$ cat src/rtl/reg_bank_pkg.sv
// Shared constants and clear-FSM encoding for the MSP430-style register bank.
package reg_bank_pkg;

    localparam int unsigned DW     = 16;
    localparam int unsigned NREG   = 16;
    localparam int unsigned AW     = 4;

    localparam int unsigned PC_IDX = 0;
    localparam int unsigned SP_IDX = 1;
    localparam int unsigned SR_IDX = 2;
    localparam int unsigned CG_IDX = 3;

    // SR bit positions fed by the {V,N,Z,C} flag port
    localparam int unsigned SR_C_BIT = 0;
    localparam int unsigned SR_Z_BIT = 1;
    localparam int unsigned SR_N_BIT = 2;
    localparam int unsigned SR_V_BIT = 8;

    typedef enum logic {
        StIdle,
        StClear
    } clr_state_e;

endpackage

$ cat src/rtl/reg_clear_seq.sv
// Clear sequencer: walks indices 0..NREG-1, one register zeroed per cycle.
module reg_clear_seq
    import reg_bank_pkg::*;
#(
    parameter int unsigned NREG = reg_bank_pkg::NREG,
    parameter int unsigned AW   = reg_bank_pkg::AW
) (
    input  logic          clk,
    input  logic          rst,
    input  logic          clr_req,
    output logic          busy,
    output logic          clr_we,
    output logic [AW-1:0] clr_idx
);

    localparam logic [AW-1:0] LAST_IDX = AW'(NREG - 1);

    clr_state_e    state_q, state_d;
    logic [AW-1:0] idx_q, idx_d;

    always_ff @(posedge clk or posedge rst) begin
        if (rst) begin
            state_q <= StIdle;
            idx_q   <= '0;
        end else begin
            state_q <= state_d;
            idx_q   <= idx_d;
        end
    end

    always_comb begin
        state_d = state_q;
        idx_d   = idx_q;
        unique case (state_q)
            StIdle: begin
                if (clr_req) begin
                    state_d = StClear;
                    idx_d   = '0;
                end
            end
            StClear: begin
                if (idx_q == LAST_IDX) begin
                    state_d = StIdle;
                    idx_d   = '0;
                end else begin
                    idx_d = idx_q + 1'b1;
                end
            end
            default: begin
                state_d = StIdle;
                idx_d   = '0;
            end
        endcase
    end

    assign busy    = (state_q == StClear);
    assign clr_we  = busy;
    assign clr_idx = idx_q;

endmodule

$ cat src/rtl/reg_bank_param.sv
// CPU register bank: two registered read ports, general write, PC update, SR flag update and
// a sequenced clear. Define BANK_BYPASS_EN for same-edge write-to-read forwarding.
module reg_bank_param
    import reg_bank_pkg::*;
#(
    parameter int unsigned DW     = reg_bank_pkg::DW,
    parameter int unsigned NREG   = reg_bank_pkg::NREG,
    parameter int unsigned AW     = reg_bank_pkg::AW,
    parameter int unsigned PC_IDX = reg_bank_pkg::PC_IDX,
    parameter int unsigned SR_IDX = reg_bank_pkg::SR_IDX,
    parameter int unsigned CG_IDX = reg_bank_pkg::CG_IDX
) (
    input  logic          clk,
    input  logic          rst,
    input  logic [AW-1:0] src_reg,
    input  logic [AW-1:0] dst_reg,
    output logic [DW-1:0] a,
    output logic [DW-1:0] b,
    input  logic          wr_en,
    input  logic [AW-1:0] wr_reg,
    input  logic [DW-1:0] wr_data,
    input  logic          pc_inc,
    input  logic [DW-1:0] pc_data_in,
    output logic [DW-1:0] pc_data_out,
    input  logic          sr_wr_en,
    input  logic [3:0]    sr_flags,
    input  logic          clr_req,
    output logic          busy
);

    localparam logic [AW-1:0] PC_SEL = AW'(PC_IDX);
    localparam logic [AW-1:0] CG_SEL = AW'(CG_IDX);

    logic [DW-1:0] regs_q [NREG];
    logic [DW-1:0] regs_d [NREG];
    logic [DW-1:0] sr_upd;
    logic [DW-1:0] a_d, b_d, pc_d;
    logic          clr_we;
    logic [AW-1:0] clr_idx;

    reg_clear_seq #(
        .NREG (NREG),
        .AW   (AW)
    ) u_clear_seq (
        .clk     (clk),
        .rst     (rst),
        .clr_req (clr_req),
        .busy    (busy),
        .clr_we  (clr_we),
        .clr_idx (clr_idx)
    );

    always_comb begin
        sr_upd           = regs_q[SR_IDX];
        sr_upd[SR_V_BIT] = sr_flags[3];
        sr_upd[SR_N_BIT] = sr_flags[2];
        sr_upd[SR_Z_BIT] = sr_flags[1];
        sr_upd[SR_C_BIT] = sr_flags[0];
    end

    // Priority: clear > general write > PC update / SR flags; CG is pinned to zero.
    always_comb begin
        for (int unsigned i = 0; i < NREG; i++) begin
            regs_d[i] = regs_q[i];
            if (clr_we) begin
                if (clr_idx == AW'(i)) begin
                    regs_d[i] = '0;
                end
            end else if (wr_en && (wr_reg == AW'(i))) begin
                regs_d[i] = wr_data;
            end else if ((i == PC_IDX) && pc_inc) begin
                regs_d[i] = pc_data_in;
            end else if ((i == SR_IDX) && sr_wr_en) begin
                regs_d[i] = sr_upd;
            end
            if (i == CG_IDX) begin
                regs_d[i] = '0;
            end
        end
    end

    always_comb begin
        a_d  = '0;
        b_d  = '0;
        pc_d = '0;
        if (!clr_we) begin
`ifdef BANK_BYPASS_EN
            a_d  = regs_d[src_reg];
            b_d  = regs_d[dst_reg];
            pc_d = regs_d[PC_SEL];
`else
            a_d  = regs_q[src_reg];
            b_d  = regs_q[dst_reg];
            pc_d = regs_q[PC_SEL];
`endif
            if (src_reg == CG_SEL) a_d = '0;
            if (dst_reg == CG_SEL) b_d = '0;
        end
    end

    always_ff @(posedge clk or posedge rst) begin
        if (rst) begin
            for (int unsigned i = 0; i < NREG; i++) begin
                regs_q[i] <= '0;
            end
            a           <= '0;
            b           <= '0;
            pc_data_out <= '0;
        end else begin
            for (int unsigned i = 0; i < NREG; i++) begin
                regs_q[i] <= regs_d[i];
            end
            a           <= a_d;
            b           <= b_d;
            pc_data_out <= pc_d;
        end
    end

endmodule

$ cat config.mk
export PLATFORM = sky130hd
export DESIGN_NAME = reg_bank_param
export DESIGN_NICKNAME = d
export VERILOG_FILES = /design/src/rtl/reg_bank_pkg.sv /design/src/rtl/reg_clear_seq.sv /design/src/rtl/reg_bank_param.sv
export SDC_FILE = /design/constraint.sdc
export NUM_CORES = 1
export LEC_CHECK = 0
export ABC_AREA = 1
export CORE_AREA = 2 2 195 197
export CTS_BUF_LIST = sky130_fd_sc_hd__clkbuf_8 sky130_fd_sc_hd__clkbuf_16
export CTS_CLUSTER_DIAMETER = 30
export CTS_CLUSTER_SIZE = 8
export DETAILED_ROUTE_END_ITERATION = 10
export DIE_AREA = 0 0 197 199
export PLACE_DENSITY = 0.67
export SLEW_MARGIN = 20
export SYNTH_ARGS = -nofsm -noshare
export SYNTH_HDL_FRONTEND = slang
export SYNTH_SLANG_ARGS = --single-unit
$ cat constraint.sdc
create_clock -name clk -period 13.4 [get_ports clk]
set_input_delay 1.34 -clock clk [delete_from_list [all_inputs] [get_ports clk]]
set_output_delay 1.34 -clock clk [all_outputs]
set_load 0.02 [all_outputs]
==> metrics <==
post-cts gate resize count 0; vias post-DR 16300; worst IR drop on VDD between 0.00015 and 0.0002 V; power per standard cell area a little over 200 mW/mm^2; Yosys reg bits approximately 290; initial antenna violation count 0; Total Power 0.00418 W; worst setup path class reg2out; antenna-violating nets left 0; Netlist cell types 25; first-pass GRT wire length 89.0 mm; Die Area 0.0392 sq mm; Sink Count 293; initial core utilization 44.5%; status finished, final reports clean; count of input and output buffers 102; nets 2484; Die H 199 um; Worst-Skew Late Latency 0.57 ns; Worst EP required 12.06 ns; minimum clock period after layout 3.69 ns; io pins 103; Pleak 10.0 nW; # placed instances 2824; final hold viol count 0; layout cell share with drive strength beyond 1 under 10%; fmax 0.271 GHz; Initial DRC Count 2059; yosys warns 0; hold-fix buffers at CTS 0; HP Class reg2reg; final setup vio count 0; top cells by area, synth dfrtp_1 (44%), nand2_1 (18%), nand3_1 (12%); Synth Net Count roughly 2400; Setup crit start kind flop; Setup crit end kind output pin; Core Rows 71; WL final between 50 and 60 mm; synthesized instance count 2379; RSZ-0062 raised after global routing false; Setup Skew 0.0244 ns; worst slew pin tran 1.10 ns; CP Max Fanout between 70 and 80; htree depth 3; Die Wd 197 um; hold_ws between 0.5 and 0.6 ns; fin cells ~3000; worst-case clock buffer depth 3; Final TNS setup 0 ns; Worst Path Arrival 2.35 ns; number of global-route vias before repair approximately 16000; period utilisation layout 27.5%; TritonRoute pass-1 iters 5; area leader, netlist dfrtp_1; post-CTS setup buffers 0; Max Cap Violations 0; Remaining Overflow, GRT 0; Core Area about 0.037 sq mm; fin. max-slew vios 0; Slew Limit Headroom 26.7%; final core area utilization 54.3%; cts bufs inserted 73; largest net degree at the start of global routing around 150; HPWL Detailed about 34 mm; cell area after synthesis 0.0165 sq mm; Area Overhead vs Synth 21.8%; Remaining DRCs 0; register area share after synthesis 44.3%; wire per inst 19.2 um; CTS tree built; Post-Syn Area per Cell 6.95 sq um; DR vias/cell 5.53; n_diodes 0; Total Routing Usage GR approximately 30%; gp weighted congestion 0.919; register clock-pin slew on the reported worst setup and hold paths 0.04 ns; top-area cell type share of the netlist area 44.3%; Root Buffer clkbuf_16
==> report_power, final <==
part	internal (W)	switching, W
combinational	0.000342	0.000753
clock	0.00122	0.000534
sequential	0.00119	0.000140
total	0.00275	0.00143
==> cell type report <==
type | instances | area [sq um]
fill | 3495 | 17000
sequential | 293 | 7330
multi-input combinational | 1599 | 7190
clock buffer | 88 | 2040
timing repair buffer | 139 | 1320
inverter | 320 | 1210
tap | 474 | 593
clock inverter | 43 | 454
==> synth_stat cells <==
cell / number
o31ai_4: 3
o21ai_1: 22
o22ai_1: 1
nand2_1: 789
o211ai_1: 14
dfrtp_1: 293
o21ai_0: 202
a21oi_1: 48
xor2_1: 1
inv_1: 312
nand3b_1: 9
o21ai_2: 25
clkbuf_1: 52
inv_4: 1
nor2_2: 2
inv_2: 7
buf_2: 80
buf_4: 9
buf_6: 11
nand3_1: 391
nor2_1: 84
ha_1: 4
buf_1: 15
nand3_2: 1
nand2_2: 3
==> through the flow <==
stage               setup slack, ns  area [sq um]
floorplan                      3.97         16500
global placement               9.55         17600
detailed placement             9.50         17600
CTS                            9.67         20100
global route                   9.63         20100
finish                         9.71         20100
==> state kept, by name (all words and copies together), names as in the netlist <==
register / cells
regs_q: 240
u_clear_seq.clr_idx: 4
pc_data_out: 16
b: 16
u_clear_seq.busy: 1
a: 16
==> metal layers <==
layer  share of wire, %  GRT usage [%]  vias up
met5                  0              0        -
met1                 41           40.7     7633
met4                4.1           13.8        0
li1                   -              -     7565
met2                 43           44.0      965
met3                 11           6.78      171
==> kinds of logic (layout without fill, tap and decap cells) <==
kind of cell | Yosys count | after routing | share of synthesized area (%)
buf+inv | 487 | 590 | 12.4
xor+xnor | 1 | 1 | 0.0530
simple gates | 1279 | 1279 | 32.3
flops | 293 | 293 | 44.3
fa+ha+maj | 4 | 4 | 0.303
compound gates | 315 | 315 | 10.6
==> critical path, cell delays in order (launching register included) <==
cell and delay (ns):
dfrtp_2 0.33, buf_4 0.67, clkdlybuf4s50_1 0.76
==> path summary, 6_finish.rpt <==
kind / from / endpoint / slack [ns] / cells past startpoint
worst max register to register: u_clear_seq.busy / regs_q[236] / 10.50 / 7
worst min register to register: regs_q[222] / regs_q[222] / 0.51 / 2
min in group asynchronous: rst / regs_q[42] / 1.15 / 2
max in group asynchronous: rst / u_clear_seq.busy / 11.05 / 3
worst min-delay path: regs_q[222] / regs_q[222] / 0.51 / 2
worst max-delay path: u_clear_seq.busy / busy / 9.71 / 2
==> cells in the final DEF (no fill, tap or decap), types with 21 or more instances in the layout <==
cell type and count:
clkbuf_16 74, nand3_1 391, clkdlybuf4s50_1 98, nand2_1 789, o21ai_2 21, buf_4 37, inv_1 327, dfrtp_1 292
nor2_1 81, o21ai_0 202, a21oi_1 48, o21ai_1 22
Note: power is estimated with default switching activity, not from simulation.
